<file path="src/rtl/alu_unsum_if.sv">
// Handshake bundle for the alu_unsum operand-recovery unit: request side
// (valid_i/ready_o/sum_i/b_i) and result side (valid_o/ready_i/a_o/err_o).
interface alu_unsum_if #(
    parameter int nb_bits = 32
);
    logic               valid_i;
    logic               ready_o;
    logic [nb_bits:0]   sum_i;
    logic [nb_bits-1:0] b_i;
    logic               valid_o;
    logic               ready_i;
    logic [nb_bits-1:0] a_o;
    logic               err_o;

    modport master (
        output valid_i, sum_i, b_i, ready_i,
        input  ready_o, valid_o, a_o, err_o
    );

    modport slave (
        input  valid_i, sum_i, b_i, ready_i,
        output ready_o, valid_o, a_o, err_o
    );
endinterface

</file>
<file path="src/rtl/alu_unsum.sv">
// Chunk-serial operand recovery: a_o = sum_i - b_i, CHUNK bits per cycle, LSB first.
// Optional ALU_UNSUM_ERR_CNT_EN adds a saturating count of errored results (err_cnt_o).
module alu_unsum #(
    parameter int nb_bits = 32,
    parameter int CHUNK   = 8
) (
    input  logic        clock_i,
    input  logic        resetb_i,
    alu_unsum_if.slave  bus
`ifdef ALU_UNSUM_ERR_CNT_EN
    ,
    output logic [7:0]  err_cnt_o
`endif
);
    localparam int N     = nb_bits / CHUNK;
    localparam int IDX_W = (N > 1) ? $clog2(N) : 1;

    typedef enum logic [1:0] {IDLE, BUSY, DONE} state_t;

    state_t             r_state;
    state_t             w_nextState;
    logic [nb_bits-1:0] r_sumSh;
    logic               r_sumTop;
    logic [nb_bits-1:0] r_bSh;
    logic               r_borrow;
    logic [IDX_W-1:0]   r_idx;
    logic [nb_bits-1:0] r_acc;
    logic [nb_bits-1:0] r_a;
    logic               r_err;
    logic [CHUNK:0]     w_diff;
    logic [nb_bits-1:0] w_accNext;
    logic               w_last;
    logic               w_valid;

    // The bit above the chunk in w_diff is the borrow out of this chunk.
    assign w_diff    = {1'b0, r_sumSh[CHUNK-1:0]} - {1'b0, r_bSh[CHUNK-1:0]}
                       - {{CHUNK{1'b0}}, r_borrow};
    assign w_accNext = {w_diff[CHUNK-1:0], r_acc[nb_bits-1:CHUNK]};
    assign w_last    = (r_idx == IDX_W'(N - 1));
    assign w_valid   = (r_state == DONE);

    assign bus.ready_o = (r_state == IDLE);
    assign bus.valid_o = w_valid;
    assign bus.a_o     = r_a;
    assign bus.err_o   = r_err;

    always_comb begin
        w_nextState = r_state;
        case (r_state)
            IDLE:    if (bus.valid_i) w_nextState = BUSY;
            BUSY:    if (w_last) w_nextState = DONE;
            DONE:    if (bus.ready_i) w_nextState = IDLE;
            default: w_nextState = IDLE;
        endcase
    end

    // Operands shift right so the active chunk is always at bit 0; the result
    // builds up in r_acc and is published to r_a only on the last chunk.
    always_ff @(posedge clock_i or negedge resetb_i) begin
        if (!resetb_i) begin
            r_state  <= IDLE;
            r_sumSh  <= '0;
            r_sumTop <= 1'b0;
            r_bSh    <= '0;
            r_borrow <= 1'b0;
            r_idx    <= '0;
            r_acc    <= '0;
            r_a      <= '0;
            r_err    <= 1'b0;
        end else begin
            r_state <= w_nextState;
            case (r_state)
                IDLE: begin
                    if (bus.valid_i) begin
                        r_sumSh  <= bus.sum_i[nb_bits-1:0];
                        r_sumTop <= bus.sum_i[nb_bits];
                        r_bSh    <= bus.b_i;
                        r_borrow <= 1'b0;
                        r_idx    <= '0;
                    end
                end
                BUSY: begin
                    r_sumSh  <= r_sumSh >> CHUNK;
                    r_bSh    <= r_bSh >> CHUNK;
                    r_borrow <= w_diff[CHUNK];
                    r_acc    <= w_accNext;
                    r_idx    <= r_idx + IDX_W'(1);
                    if (w_last) begin
                        r_a   <= w_accNext;
                        r_err <= r_sumTop ^ w_diff[CHUNK];
                    end
                end
                default: ;
            endcase
        end
    end

`ifdef ALU_UNSUM_ERR_CNT_EN
    logic [7:0] r_errCnt;

    always_ff @(posedge clock_i or negedge resetb_i) begin
        if (!resetb_i) begin
            r_errCnt <= 8'd0;
        end else if (w_valid && bus.ready_i && r_err && (r_errCnt != 8'hFF)) begin
            r_errCnt <= r_errCnt + 8'd1;
        end
    end

    assign err_cnt_o = r_errCnt;
`endif
endmodule

</file>
<file path="src/flat_wrapper.sv">
// flat-port wrapper written by rule: the top's interface ports become plain ports
module alu_unsum_flat 
#(
    parameter int nb_bits = 32,
    parameter int CHUNK   = 8
)
  (clock_i, resetb_i, bus_valid_i, bus_sum_i, bus_b_i, bus_ready_i, bus_ready_o, bus_valid_o, bus_a_o, bus_err_o);
  alu_unsum_if #(.nb_bits(nb_bits)) bus_i ();
  input  logic clock_i;
  input  logic resetb_i;
  input wire logic [$bits(bus_i.valid_i)-1:0] bus_valid_i;
  input wire logic [$bits(bus_i.sum_i)-1:0] bus_sum_i;
  input wire logic [$bits(bus_i.b_i)-1:0] bus_b_i;
  input wire logic [$bits(bus_i.ready_i)-1:0] bus_ready_i;
  output wire logic [$bits(bus_i.ready_o)-1:0] bus_ready_o;
  output wire logic [$bits(bus_i.valid_o)-1:0] bus_valid_o;
  output wire logic [$bits(bus_i.a_o)-1:0] bus_a_o;
  output wire logic [$bits(bus_i.err_o)-1:0] bus_err_o;
  assign bus_i.valid_i = bus_valid_i;
  assign bus_i.sum_i = bus_sum_i;
  assign bus_i.b_i = bus_b_i;
  assign bus_i.ready_i = bus_ready_i;
  assign bus_ready_o = bus_i.ready_o;
  assign bus_valid_o = bus_i.valid_o;
  assign bus_a_o = bus_i.a_o;
  assign bus_err_o = bus_i.err_o;
  alu_unsum #(.nb_bits(nb_bits), .CHUNK(CHUNK)) u_core (.clock_i(clock_i), .resetb_i(resetb_i), .bus(bus_i));
endmodule
</file>
<file path="config.mk">
export PLATFORM = sky130hd
export DESIGN_NAME = alu_unsum_flat
export DESIGN_NICKNAME = d
export VERILOG_FILES = /design/src/rtl/alu_unsum_if.sv /design/src/rtl/alu_unsum.sv /design/src/flat_wrapper.sv
export SDC_FILE = /design/constraint.sdc
export NUM_CORES = 1
export LEC_CHECK = 0
export ABC_AREA = 1
export CELL_PAD_IN_SITES_DETAIL_PLACEMENT = 1
export CELL_PAD_IN_SITES_GLOBAL_PLACEMENT = 2
export CORE_MARGIN = 10
export CORE_UTILIZATION = 31
export CTS_BUF_LIST = sky130_fd_sc_hd__clkbuf_4 sky130_fd_sc_hd__clkbuf_8
export DETAILED_ROUTE_END_ITERATION = 10
export PLACE_DENSITY_LB_ADDON = 0.1
export SYNTH_ARGS = -nofsm -noshare
export SYNTH_HDL_FRONTEND = slang
export SYNTH_SLANG_ARGS = --single-unit
</file>
<file path="constraint.sdc">
create_clock -name clock_i -period 1.7 [get_ports clock_i]
set_input_delay 0.51 -clock clock_i [delete_from_list [all_inputs] [get_ports clock_i]]
set_output_delay 0.51 -clock clock_i [all_outputs]
set_load 0.1 [all_outputs]
</file>
==> results_dict.tcl, run 1 <==
set metrics [dict create \
    status "complete, but fails checks" \
    violations "setup timing" \
    drc 0 \
    syn_area_um2 5947 \
    start_util_pct 31.69 \
    cts_made_buffers 17 \
    n_antenna_cell 0 \
    totalWireLength_um 18540 \
    drive_above_1_share_pct 36.33 \
    io_buffers 103 \
    worstHoldEndpoint "u_core.r_acc[31]" \
    ys_warn_count 0 \
    post-route-period-util_pct 114.2 \
    crit_top_cell "nand2_1" \
    r2r_slack_ps -240 \
    critPathSlowestCell "fa_2" \
    num_vias 4900 \
    via_per_inst 4.837 \
    synthToLayoutAreaGrowth_pct 58.59 \
    h-tree-depth 4 \
    grt_pass1_vias 5207 \
    synth-edff-count 0 \
    hold_path_class "reg2reg" \
    drtPass1Iterations 4 \
    place_congestion 0.7642 \
    hp-start "u_core.r_acc[31]" \
    coreArea_um2 18770 \
    rows 50 \
    crit_arrival_ps 2280 \
    detail_route.iter0.violations 184 \
    reg2reg_to "u_core.r_acc[29]" \
    grt_pass1_wl_um 27910 \
    tightest_slew_ps 417.4 \
    synth_seq_cells 127 \
    nNetsFinal 852 \
    gr-total-overflow 0 \
    cts_buffer_depth 2 \
    crit_family "adder cells" \
    fin_skew_ps 10.73 \
    crit_type "reg2reg" \
    report.final.slew_viol_count 0 \
    cp_max_fo 2 \
    wl_per_cell_um 18.31 \
    ant_nets 0 \
    maxCapViolCount 0 \
    synth.net_count 692 \
    root_buffer "clkbuf_8" \
    cpPeakStageDelay_ps 590 \
    r2r_cells 9 \
    dieArea_um2 25120 \
    die_y_um 158.5 \
    ys_async_sr_fraction_pct 100.0 \
    cp_data_required_time_ps 2040 \
    timing.rr.start "u_core.r_sumSh[0]" \
    grt_max_degree 55 \
    syn_inst 606 \
    rsz0062_at_grt "yes" \
    fin_cells 1013 \
    cts_tree "yes" \
    slew_headroom_pct 72.17 \
    hold_viol_final 0 \
    path_buf_inv 1 \
    fmax_ghz 0.5149 \
    min_path_cells 2 \
    clk_latency_ps 460 \
    syn_avg_cell_area_um2 9.813 \
    grtUsageTotal_pct 14.24 \
    critPathLaunchType "flip-flop" \
    finalCriticalPeriod_ps 1942 \
    clkTransAtPathRegs_ps 70 \
    crit_chain "fa_2, inv_2, ha_4, o21ai_2, nand2_1, a21oi_2, nand2_1, nand3_2, o21ai_1" \
    antenna_found_initial 0 \
    die_w_um 158.5 \
    dpl.hpwl_um 12610 \
    placedCellCount 952 \
    dominantRegCellSynth "dfrtp_1" \
    clkSinkCount 127 \
    worst_slack_ps -242.2 \
    synth_seq_area_share_pct 53.44 \
    setup_viol 53 \
    io-pin-count 104 \
    synth.distinct_cells 31 \
    cp-end-kind "flip-flop" \
]
==> layout by cell type (no fill, tap or decap), types with 13 or more instances in the layout <==
master	instances
buf_12	50
o21ai_0	29
a221oi_2	34
clkdlybuf4s50_1	67
dfrtp_1	125
nand2_1	96
o21ai_1	30
buf_4	43
nor3_4	13
nor3_2	30
clkbuf_8	19
inv_1	92
nand3_1	22
==> worst max path at each step <==
| stage | startpoint | end | slack [ps] | cells after the start |
|---|---|---|---|---|
| final | u_core.r_sumSh[0] | u_core.r_acc[29] | -240 | 9 |
| after global routing | u_core.r_bSh[0] | u_core.r_acc[29] | -320 | 10 |
| after CTS | u_core.r_state[0] | bus_ready_o | -180 | 2 |
| after detailed placement | bus_valid_i | u_core.r_bSh[7] | -240 | 6 |
| after global placement | bus_valid_i | u_core.r_bSh[7] | -240 | 6 |
| after floorplan | u_core.r_state[1] | bus_valid_o | -70 | 2 |
==> tightest hold or removal path: cells and delay by family, from the launching register on <==
family | cells | cell delay (ps)
flip-flops | 1 | 340
AND/OR/NAND/NOR | 2 | 100
==> per-stage QoR <==
stage	worst slack (ps)	cell area (um2)	setup TNS [ps]	hold slack, ps	utilization [%]
after floorplan	-66.90	5993	-115.8	214.4	-
after global placement	-239.6	7955	-8250	446.8	42.39
after detailed placement	-237.1	7955	-11200	449.6	42.39
after CTS	-180.5	8529	-1490	486.2	45.45
after global routing	-324.8	9432	-8741	513.2	50.25
final	-242.2	9432	-3738	479.8	50.25
==> synth_stat cells (all sizes together) (2+ instances only) <==
| cell | n | area [um2] |
|---|---|---|
| clkbuf | 10 | 37.54 |
| o21ai | 61 | 305.3 |
| a21oi | 12 | 60.06 |
| xor2 | 2 | 17.52 |
| a221oi | 41 | 603.1 |
| nand2 | 106 | 407.9 |
| nor3 | 48 | 240.2 |
| o21a | 7 | 52.55 |
| ha | 15 | 187.7 |
| nand3 | 27 | 135.1 |
| xnor2 | 3 | 26.28 |
| buf | 26 | 167.7 |
| fa | 2 | 40.04 |
| inv | 105 | 394.1 |
| nor2 | 8 | 47.55 |
| dfrtp | 127 | 3178 |
==> routing by layer <==
metal,GRT usage [%],share of wire (%)
met3,4.560,5.3
met1,17.74,44
met4,5.426,1.3
met2,22.52,50
met5,0,0
==> state kept, by name (all words and copies together), names as in the netlist <==
signal / flops
u_core.r_sumSh: 32
u_core.r_bSh: 32
u_core.r_sumTop: 1
u_core.r_idx: 2
u_core.r_acc: 24
u_core.bus.a_o: 32
u_core.r_borrow: 1
u_core.bus.err_o: 1
u_core.r_state: 2
==> repair_timing <==
action / CTS / global route
gates cloned: 0 / 9
hold buffers: 1 / 0
endpoints found under the setup margin: 16 / 59
hold endpoints to repair: 31 / 0
gates resized for setup: 27 / 106
pin swaps: 12 / 18
buffers inserted: 5 / 14
==> area by class of cell <==
cell class,instances,area (um2)
flip-flops and latches,127,3181
fillers,1990,9336
inverters,105,404.1
repair buffers,177,2315
well taps,234,292.8
multi-input cells,338,2835
clock inverters,12,135.1
clock buffers,20,269.0
==> cells by family after synthesis <==
kind of cell,synth area share [%]
compound gates,17.82
xor+xnor,0.7365
fa+ha+maj,3.829
buf+inv,10.08
flops,53.44
simple gates,14.10
Power of run 1 is left out: the tool's default activity adds up to more than one toggle a clock period on the data nets, which glitch-free logic cannot reach.
==> run 2, diff against run 1 <==
--- a/config.mk
+++ b/config.mk
@@ -9,10 +9,11 @@
 export CELL_PAD_IN_SITES_DETAIL_PLACEMENT = 1
 export CELL_PAD_IN_SITES_GLOBAL_PLACEMENT = 2
 export CORE_MARGIN = 10
-export CORE_UTILIZATION = 31
+export CORE_UTILIZATION = 30
 export CTS_BUF_LIST = sky130_fd_sc_hd__clkbuf_4 sky130_fd_sc_hd__clkbuf_8
 export DETAILED_ROUTE_END_ITERATION = 10
 export PLACE_DENSITY_LB_ADDON = 0.1
+export SKIP_CTS_REPAIR_TIMING = 1
 export SYNTH_ARGS = -nofsm -noshare
 export SYNTH_HDL_FRONTEND = slang
 export SYNTH_SLANG_ARGS = --single-unit
==> constraint.sdc (replaced) <==
create_clock -name clock_i -period 2.5 [get_ports clock_i]
set_input_delay 0.75 -clock clock_i [delete_from_list [all_inputs] [get_ports clock_i]]
set_output_delay 0.75 -clock clock_i [all_outputs]
set_load 0.1 [all_outputs]
==> run 2 against run 1 <==
Core utilization down 11 points. Flip-flop and latch count unchanged. Highest routed layer unchanged. Largest cell class unchanged. Count of clock-buffer cells in the layout increased by 3. Global-route usage decreased by 1.2 points. First-iteration DRC count shrank 17%. The run now ends clean. Wire length fell by 12%. Hold slack got worse by 250 ps. Critical path depth fell by 7.
==> results_dict.tcl, run 2 (synthesis results as in run 1) <==
set metrics [dict create \
    ant_nets 0 \
    post-route-period-util_pct 89.31 \
    fill_cells 2216 \
    crit_arrival_ps 1480 \
    cts_buffer_depth 2 \
    h-tree-depth 4 \
    gr-total-overflow 0 \
    dpl.hpwl_um 11640 \
    finalSetupTns_ps 0 \
    clkSinkCount 127 \
    n_antenna_cell 0 \
    report.final.slew_viol_count 0 \
    die_y_um 160.8 \
    num_vias 4511 \
    drtPass1Iterations 4 \
    start_util_pct 30.56 \
    wl_met3_um 1073 \
    critPathSlowestCell "dfrtp_1" \
    finalCriticalPeriod_ps 2233 \
    nNetsFinal 788 \
    totalWireLength_um 16350 \
    top_layer_used "met4" \
    grt_max_degree 128 \
    cp-end-kind "output pin" \
    cp_data_required_time_ps 1750 \
    drive_above_1_share_pct 17.62 \
    fin_area_um2 7697 \
    io-pin-count 104 \
    cts_tree "yes" \
    rows 51 \
    place_area_um2 7186 \
    cpPeakStageDelay_ps 450 \
    detail_route.iter0.violations 152 \
    crit_chain "nor2_4, buf_12" \
    coreArea_um2 19460 \
    via_per_inst 4.603 \
    setup_viol 0 \
    clkTransAtPathRegs_ps 80 \
    tightest_slew_ps 872.1 \
    crit_type "reg2out" \
    critPathLaunchType "flip-flop" \
    rsz0062_at_grt "no" \
    wl_met2_um 7565 \
    maxCapViolCount 0 \
    grtUsageTotal_pct 13.04 \
    drc 0 \
    status "completed" \
    cp_max_fo 11 \
    fin_skew_ps 9.888 \
    io_buffers 103 \
    wl_per_cell_um 16.68 \
    layout_common_cells "dfrtp_1, nand2_1, inv_1, clkdlybuf4s50_1, nor3_1" \
    grt_pass1_vias 4956 \
    wl_met1_um 7523 \
    layout_commonest_cell "dfrtp_1" \
    dieArea_um2 25860 \
    hold_path_class "in2async" \
    cts_made_buffers 17 \
    clk_latency_ps 440 \
    root_buffer "clkbuf_8" \
    place_congestion 0.7125 \
    fmax_ghz 0.4479 \
    antenna_found_initial 0 \
    synthToLayoutAreaGrowth_pct 29.43 \
    slew_headroom_pct 41.77 \
    grt_pass1_wl_um 27040 \
    hold_viol_final 0 \
    die_w_um 160.8 \
]
==> run 2: cell types whose count changed in the layout (fill, tap and decap cells not counted), sizes merged <==
cell	change
dlygate4sd3	-1
inv	-1
clkbuf	-5
buf	-55
clkinv	-6
bufinv	+4
==> run 2: path summary, 6_finish.rpt <==
path	start	endpoint	cells after the start	slack, ps
setup / recovery	u_core.r_state[1]	bus_ready_o	2	270
hold / removal	resetb_i	u_core.bus.a_o[3]	1	230
setup reg to reg	u_core.r_bSh[0]	u_core.r_acc[30]	12	350
hold reg to reg	u_core.bus.a_o[12]	u_core.bus.a_o[12]	2	480
max in group asynchronous	resetb_i	u_core.r_sumSh[12]	2	1620
min in group clock_i	u_core.bus.a_o[12]	u_core.bus.a_o[12]	2	480
==> run 2: area by class of cell <==
cell class	count	area (um2)	area share (%)
flip-flops and latches	127	3178	41.29
multi-input cells	338	2175	28.25
repair buffers	113	1107	14.39
inverters	105	394.1	5.120
well taps	265	331.6	4.308
clock buffers	23	310.3	4.031
clock inverters	9	201.4	2.617
==> run 2: metal layers <==
layer  GRT usage [%]  up-vias
li1                -     2204
met2           20.61      102
met5               0        -
met4           3.433        0
met3           5.189       13
met1           16.21     2192
==> run 2: critical path, delay by kind of cell (launching register included) <==
kind	cells	cell delay, ps
DFF	1	450
and+or+nand+nor	1	360
buffers and inverters	1	230
==> run 2: stage by stage <==
| step | hold WS (ps) | utilization (%) | instances | setup WS, ps |
|---|---|---|---|---|
| 4_1_cts | 213.4 | 39.55 | 980 | 208.5 |
| 3_5_place_dp | 467.8 | 36.92 | 948 | 206.7 |
| 2_1_floorplan | 448.9 | - | 606 | 32.71 |
| 6_report | 225.2 | 39.55 | 980 | 267.4 |
| 5_1_grt | 226.2 | 39.55 | 980 | 162.0 |
| 3_3_place_gp | 454.9 | 36.92 | 948 | 242.1 |
Power of run 2 is left out for the same reason.
